**config.mk**
```make
export PLATFORM = sky130hd
export DESIGN_NAME = stdp_learn_ctrl
export DESIGN_NICKNAME = d
export VERILOG_FILES = /design/src/rtl/stdp_pkg.sv /design/src/rtl/stdp_trace.sv /design/src/rtl/stdp_learn_ctrl.sv
export SDC_FILE = /design/constraint.sdc
export NUM_CORES = 1
export LEC_CHECK = 0
export ABC_AREA = 1
export BUFFER_PORTS_ARGS = -buffer_cell sky130_fd_sc_hd__buf_2
export CAP_MARGIN = 15
export CORE_UTILIZATION = 45
export DETAILED_ROUTE_END_ITERATION = 8
export GPL_ROUTABILITY_DRIVEN = 1
export GPL_TIMING_DRIVEN = 1
export SYNTH_ARGS = -nofsm -noshare
export SYNTH_HDL_FRONTEND = slang
export SYNTH_SLANG_ARGS = --single-unit
```
**constraint.sdc**
```tcl
create_clock -name clk -period 10.33 [get_ports clk]
set_input_delay 3.099 -clock clk [delete_from_list [all_inputs] [get_ports clk]]
set_output_delay 3.099 -clock clk [all_outputs]
set_load 0.02 [all_outputs]
```
**src/rtl/stdp_pkg.sv**
```systemverilog
// Shared types, widths and saturating arithmetic for the STDP learning controller.
package stdp_pkg;
  localparam int W_W   = 8;
  localparam int TR_W  = 4;
  localparam int N_SYN = 4;

  typedef enum logic [2:0] {
    S_IDLE, S_SAMPLE, S_UPD0, S_UPD1, S_UPD2, S_UPD3, S_SUM
  } state_e;

  function automatic logic [W_W-1:0] sat_add(input logic [W_W-1:0] a,
                                             input logic [TR_W-1:0] b);
    logic [W_W:0] s;
    s = {1'b0, a} + {{(W_W+1-TR_W){1'b0}}, b};
    return s[W_W] ? {W_W{1'b1}} : s[W_W-1:0];
  endfunction

  function automatic logic [W_W-1:0] sat_sub(input logic [W_W-1:0] a,
                                             input logic [TR_W-1:0] b);
    logic [W_W-1:0] bx;
    bx = {{(W_W-TR_W){1'b0}}, b};
    return (a < bx) ? '0 : a - bx;
  endfunction
endpackage

```
**src/rtl/stdp_trace.sv**
```systemverilog
// One spike trace: loads TRACE_MAX on a spike, otherwise decays by one toward zero.
module stdp_trace
  import stdp_pkg::*;
#(
  parameter logic [TR_W-1:0] TRACE_MAX = 4'd15
) (
  input  logic            clk,
  input  logic            rst_n,
  input  logic            upd_i,
  input  logic            spike_i,
  output logic [TR_W-1:0] trace_o
);
  logic [TR_W-1:0] tr_q, tr_d;

  always_comb begin
    tr_d = tr_q;
    if (upd_i) begin
      if (spike_i)          tr_d = TRACE_MAX;
      else if (tr_q != '0)  tr_d = tr_q - TR_W'(1);
    end
  end

  always_ff @(posedge clk or negedge rst_n) begin
    if (!rst_n) tr_q <= '0;
    else        tr_q <= tr_d;
  end

  assign trace_o = tr_q;
endmodule

```
**src/rtl/stdp_learn_ctrl.sv**
```systemverilog
// Timestep scheduler: samples spikes once per tick, applies STDP to four weights
// one per cycle, then publishes the weighted input current for the LIF neuron.
module stdp_learn_ctrl
  import stdp_pkg::*;
#(
  parameter logic [23:0]     TICK_DIV  = 24'd10_000_000,
  parameter logic [W_W-1:0]  W_INIT    = 8'd64,
  parameter logic [TR_W-1:0] TRACE_MAX = 4'd15
) (
  input  logic             clk,
  input  logic             rst_n,
  input  logic             ena,
  input  logic [N_SYN-1:0] pre_spike,
  input  logic             post_spike,
  input  logic             learn_en,
  input  logic [1:0]       wsel,
  output logic [W_W-1:0]   current,
  output logic [W_W-1:0]   weight_rd,
  output logic             busy
);
  state_e                       state_q;
  logic [23:0]                  cnt_q;
  logic [N_SYN-1:0]             pre_pend_q, pre_snap_q;
  logic                         post_pend_q, post_snap_q;
  logic [N_SYN-1:0][W_W-1:0]    w_q;
  logic [W_W-1:0]               current_q;
  logic [N_SYN-1:0][TR_W-1:0]   pre_tr;
  logic [TR_W-1:0]              post_tr;
  logic                         tick, trace_upd;
  logic [1:0]                   upd_sel;
  logic [W_W-1:0]               w_ltp, w_d;
  logic [W_W+1:0]               sum;
  logic [W_W-1:0]               sum_sat;

  assign tick      = ena && (cnt_q == TICK_DIV - 24'd1);
  assign trace_upd = (state_q == S_SUM);

  for (genvar g = 0; g < N_SYN; g++) begin : g_pre_tr
    stdp_trace #(.TRACE_MAX(TRACE_MAX)) u_pre_tr (
      .clk(clk), .rst_n(rst_n), .upd_i(trace_upd),
      .spike_i(pre_snap_q[g]), .trace_o(pre_tr[g])
    );
  end

  stdp_trace #(.TRACE_MAX(TRACE_MAX)) u_post_tr (
    .clk(clk), .rst_n(rst_n), .upd_i(trace_upd),
    .spike_i(post_snap_q), .trace_o(post_tr)
  );

  // LTP then LTD on the synapse owned by the current UPD state; traces are
  // still the previous step's values since they only move in SUM.
  always_comb begin
    case (state_q)
      S_UPD1:  upd_sel = 2'd1;
      S_UPD2:  upd_sel = 2'd2;
      S_UPD3:  upd_sel = 2'd3;
      default: upd_sel = 2'd0;
    endcase
    w_ltp = post_snap_q ? sat_add(w_q[upd_sel], pre_tr[upd_sel]) : w_q[upd_sel];
    w_d   = pre_snap_q[upd_sel] ? sat_sub(w_ltp, post_tr) : w_ltp;
  end

  always_comb begin
    sum = '0;
    for (int i = 0; i < N_SYN; i++)
      if (pre_snap_q[i]) sum = sum + {2'b00, w_q[i]};
    sum_sat = (|sum[W_W+1:W_W]) ? {W_W{1'b1}} : sum[W_W-1:0];
  end

  always_ff @(posedge clk or negedge rst_n) begin
    if (!rst_n) begin
      state_q     <= S_IDLE;
      cnt_q       <= '0;
      pre_pend_q  <= '0;
      post_pend_q <= 1'b0;
      pre_snap_q  <= '0;
      post_snap_q <= 1'b0;
      w_q         <= {N_SYN{W_INIT}};
      current_q   <= '0;
    end else begin
      if (ena) cnt_q <= tick ? '0 : cnt_q + 24'd1;
      // SAMPLE hands pending spikes to the snapshot, so this cycle's inputs start the next step
      pre_pend_q  <= ((state_q == S_SAMPLE) ? '0 : pre_pend_q) | (ena ? pre_spike : '0);
      post_pend_q <= ((state_q == S_SAMPLE) ? 1'b0 : post_pend_q) | (ena & post_spike);
      case (state_q)
        S_IDLE:   if (tick) state_q <= S_SAMPLE;
        S_SAMPLE: begin
          pre_snap_q  <= pre_pend_q;
          post_snap_q <= post_pend_q;
          state_q     <= S_UPD0;
        end
        S_UPD0, S_UPD1, S_UPD2, S_UPD3: begin
          if (learn_en) w_q[upd_sel] <= w_d;
          case (state_q)
            S_UPD0:  state_q <= S_UPD1;
            S_UPD1:  state_q <= S_UPD2;
            S_UPD2:  state_q <= S_UPD3;
            default: state_q <= S_SUM;
          endcase
        end
        S_SUM: begin
          current_q <= sum_sat;
          state_q   <= S_IDLE;
        end
        default: state_q <= S_IDLE;
      endcase
    end
  end

  assign current   = current_q;
  assign weight_rd = w_q[wsel];
  assign busy      = (state_q != S_IDLE);
endmodule

```
==> summary.md <==
| Metric | Value |
|---|---|
| Final setup viols | 0 |
| Syn Inst Count | 1054 |
| Routed vias/inst | 5.34 |
| N_diodes | 0 |
| Detailed-route wire length | 20000 µm |
| Number of DRC markers in iteration 0 | 460 |
| CTS H-tree lvls | 3 |
| Area leader, netlist | dfrtp_1 |
| Initial Utilization | 46.0% |
| Synth top area share | 32.0% |
| Layout cells sized above 1 | 7.95% |
| Reg-to-reg slack, setup | 4960 ps |
| Buf/Inv on CP | 3 |
| Final Util | 50.3% |
| Comb power frac | 7.2% |
| Slowest CP cell | inv_1 |
| Pre-CTS setup slack | 2900 ps |
| Post-Layout Inst Area | 7960 µm² |
| Met2 Wirelength | 9110 µm |
| Largest net degree at the start of global routing | 68 |
| Flops & latches, synth | 97 |
| Number of synthesized flops with an enable pin | 0 |
| Total global-route track usage | 25.1% |
| Cells taking the most area after synthesis | dfrtp_1 (32%), nand2_1 (15%), inv_1 (7.3%) |
| CP required | 7230 ps |
| PortBufs | 27 |
| Max stage delay on crit path | 270 ps |
| Initial antenna violation count | 0 |
| Reg clk slew, reported paths | 70 ps |
| Distinct cells, synth | 46 |
| FP Rows | 46 |
| Synth warn | 0 |
| Most frequent cell after synthesis | nand2_1 |
| Height of the die | 129 µm |
| Hold Buf Count CTS | 0 |
| Crit path arrival time | 4350 ps |
| Vias | 6934 |
| Seq pwr share | 48.2% |
| Slew margin rel. | 39.5% |
| Wl on met1 | 9530 µm |
| Period utilization | 72.2% |
| Critical path type | input pin to output port |
| P&R area growth vs syn | 9.31% |
| Final Non-Filler Cells | 1298 |
| Ys async rst share | 100% |
| I/O pins | 28 |
| CTS Sinks | 97 |
| Pwr per Cell Area | 107 nW/µm² |
| Metal3 WL | 939 µm |
| Core box area | 15800 µm² |
| Max-cap violation count | 0 |
| Placed Area | 7620 µm² |
| Clock power share | 44.6% |
| CP endpoint | weight_rd[1] |
| Synthesized area per cell | 6.91 µm² |
| Critical path endpoint category | output port |
| Placed Cells | 1282 |
| Period minus WS final | 7450 ps |
| Path depth of the worst reg2reg path | 27 |
| Internal power | 0.631 mW |
| DP HPWL | 15400 µm |
| Post-synthesis sequential area ratio | 33.4% |
| Worst-margin pin slew | 908 ps |
| CTS Buf Count | 9 |
| Max IR drop VDD | 0.0000722 V |
| Vias in the first global route | 6253 |
| Switching Share | 26.2% |
| Fin Setup TNS | 0 ps |
| Post_cts resized | 0 |
| Reported net switching power | 0.224 mW |
| CTS tree | built |
| Final GP Congestion | 0.959 |
| Max clock buf depth | 2 |
| Top layer in use | met4 |
| CP Cell Sequence | buf_2 > inv_1 > o21ai_0 > a21oi_1 > a21oi_1 > buf_2 |
| Outcome | finished clean |
| Drt drc | 0 |
| Synth Flop Type | dfrtp_1 |
| Synth top cells by count | nand2_1 (286), inv_1 (141), dfrtp_1 (93) |
| CP max FO | 21 |
| R2R Path Start | pre_snap_q[0]$_DFFE_PN0P_ |
| PnR worst setup slack | 2880 ps |
| Max Slew Vio Count | 0 |
| WP depth | 6 |
| Full die area | 16700 µm² |
| Root Driver | clkbuf_16 |
| Worst Setup SP | wsel[0] |
| DIE WIDTH | 129 µm |
| Worst-Skew Late Latency | 360 ps |
| Critical path's top delay family | buffers and inverters |
| Unrepaired setup endpoints after global routing | false |
| Post-DRT Antenna Nets | 0 |
| Syn Nets | 1112 |
| Synthesized cell area | 7280 µm² |
| Hold_ws | 487 ps |
| Final setup skew | 11.7 ps |
| Worst hold path type | flip-flop to flip-flop |
| Grt ovf | 0 |
| Design Power | 0.855 mW |
| Fin. Hold Viols | 0 |
| Fmax | 134 MHz |
| First-pass GRT wire length | 32000 µm |
| Leak Pwr | 4.15 nW |
| Nets | 1135 |
| Routed WL per cell | 15.4 µm |
| Post-CTS Setup Bufs | 0 |
| Reg-to-reg endpoint | current[4]$_DFFE_PN0P_ |
| Type of origin of the critical path | input pin |
| Drt first pass iters | 5 |
-- power by group through the flow --
| stage | Combinational (mW) | Sequential (mW) | Clock, mW |
|---|---|---|---|
| after floorplan | 0.0422 | 0.413 | 0 |
| after global placement | 0.0616 | 0.419 | 0 |
| after detailed placement | 0.0629 | 0.419 | 0 |
| after CTS | 0.0628 | 0.412 | 0.389 |
| after global routing | 0.0727 | 0.414 | 0.402 |
| final | 0.0619 | 0.412 | 0.381 |
-- tightest hold or removal path: stages (launching register included) --
cell and delay (ps):
dfrtp_1 340, nand2_1 50, nand3_1 60
-- cells in the final DEF, fill, tap and decap left out, drive strengths merged, types with 4 or more instances in the layout --
cell      n
a21oi    58
a31oi     4
buf      31
clkbuf    9
clkinv    6
dfrtp    93
dfstp     4
fa        5
ha       42
inv     147
nand2   293
nand3    97
nand3b    4
nand4    23
nor2     97
nor3     12
nor4      7
o21a      4
o21ai    84
o22ai    18
xor2     17
-- sequential cells by signal (all words and copies together) (netlist names) --
register and cells:
post_pend_q 1, state_q 3, current 8, pre_pend_q 4, post_snap_q 1, w_q 32
cnt_q 24, pre_snap_q 4, u_post_tr.trace_o 4, g_pre_tr.u_pre_tr.trace_o 16
-- metal layers --
metal / track usage [%] / vias up
li1: - / 3506
met5: 0 / -
met1: 33.0 / 3230
met4: 8.72 / 0
met3: 4.50 / 32
met2: 41.4 / 166
-- logic make-up after synthesis --
family | synth area share [%]
AOI/OAI and AO/OA | 13.7
DFF | 33.4
buffers and inverters | 9.02
adders and majority gates | 8.59
xor gates and xnor gates | 2.41
and+or+nand+nor | 32.8
-- area by class of cell --
| cell class | count | area [µm²] |
|---|---|---|
| Fill cell | 1637 | 7870 |
| Tap cell | 216 | 270 |
| Sequential cell | 97 | 2430 |
| Timing Repair Buffer | 31 | 168 |
| Inverter | 149 | 559 |
| Multi-Input combinational cell | 789 | 4190 |
| Clock inverter | 7 | 113 |
| Clock buffer | 9 | 225 |
-- how the worst min path moves through the flow --
| stage | from | to | slack (ps) | cells past startpoint |
|---|---|---|---|---|
| after floorplan | g_pre_tr[2].u_pre_tr.trace_o[2]$_DFFE_PN0P_ | g_pre_tr[2].u_pre_tr.trace_o[2]$_DFFE_PN0P_ | 450 | 2 |
| after global placement | u_post_tr.trace_o[2]$_DFFE_PN0P_ | u_post_tr.trace_o[2]$_DFFE_PN0P_ | 470 | 2 |
| after detailed placement | u_post_tr.trace_o[2]$_DFFE_PN0P_ | u_post_tr.trace_o[2]$_DFFE_PN0P_ | 470 | 2 |
| after CTS | u_post_tr.trace_o[2]$_DFFE_PN0P_ | u_post_tr.trace_o[2]$_DFFE_PN0P_ | 490 | 2 |
| after global routing | g_pre_tr[2].u_pre_tr.trace_o[2]$_DFFE_PN0P_ | g_pre_tr[2].u_pre_tr.trace_o[2]$_DFFE_PN0P_ | 520 | 2 |
| final | u_post_tr.trace_o[2]$_DFFE_PN0P_ | u_post_tr.trace_o[2]$_DFFE_PN0P_ | 490 | 2 |
Power figures use the tool's default switching activity.
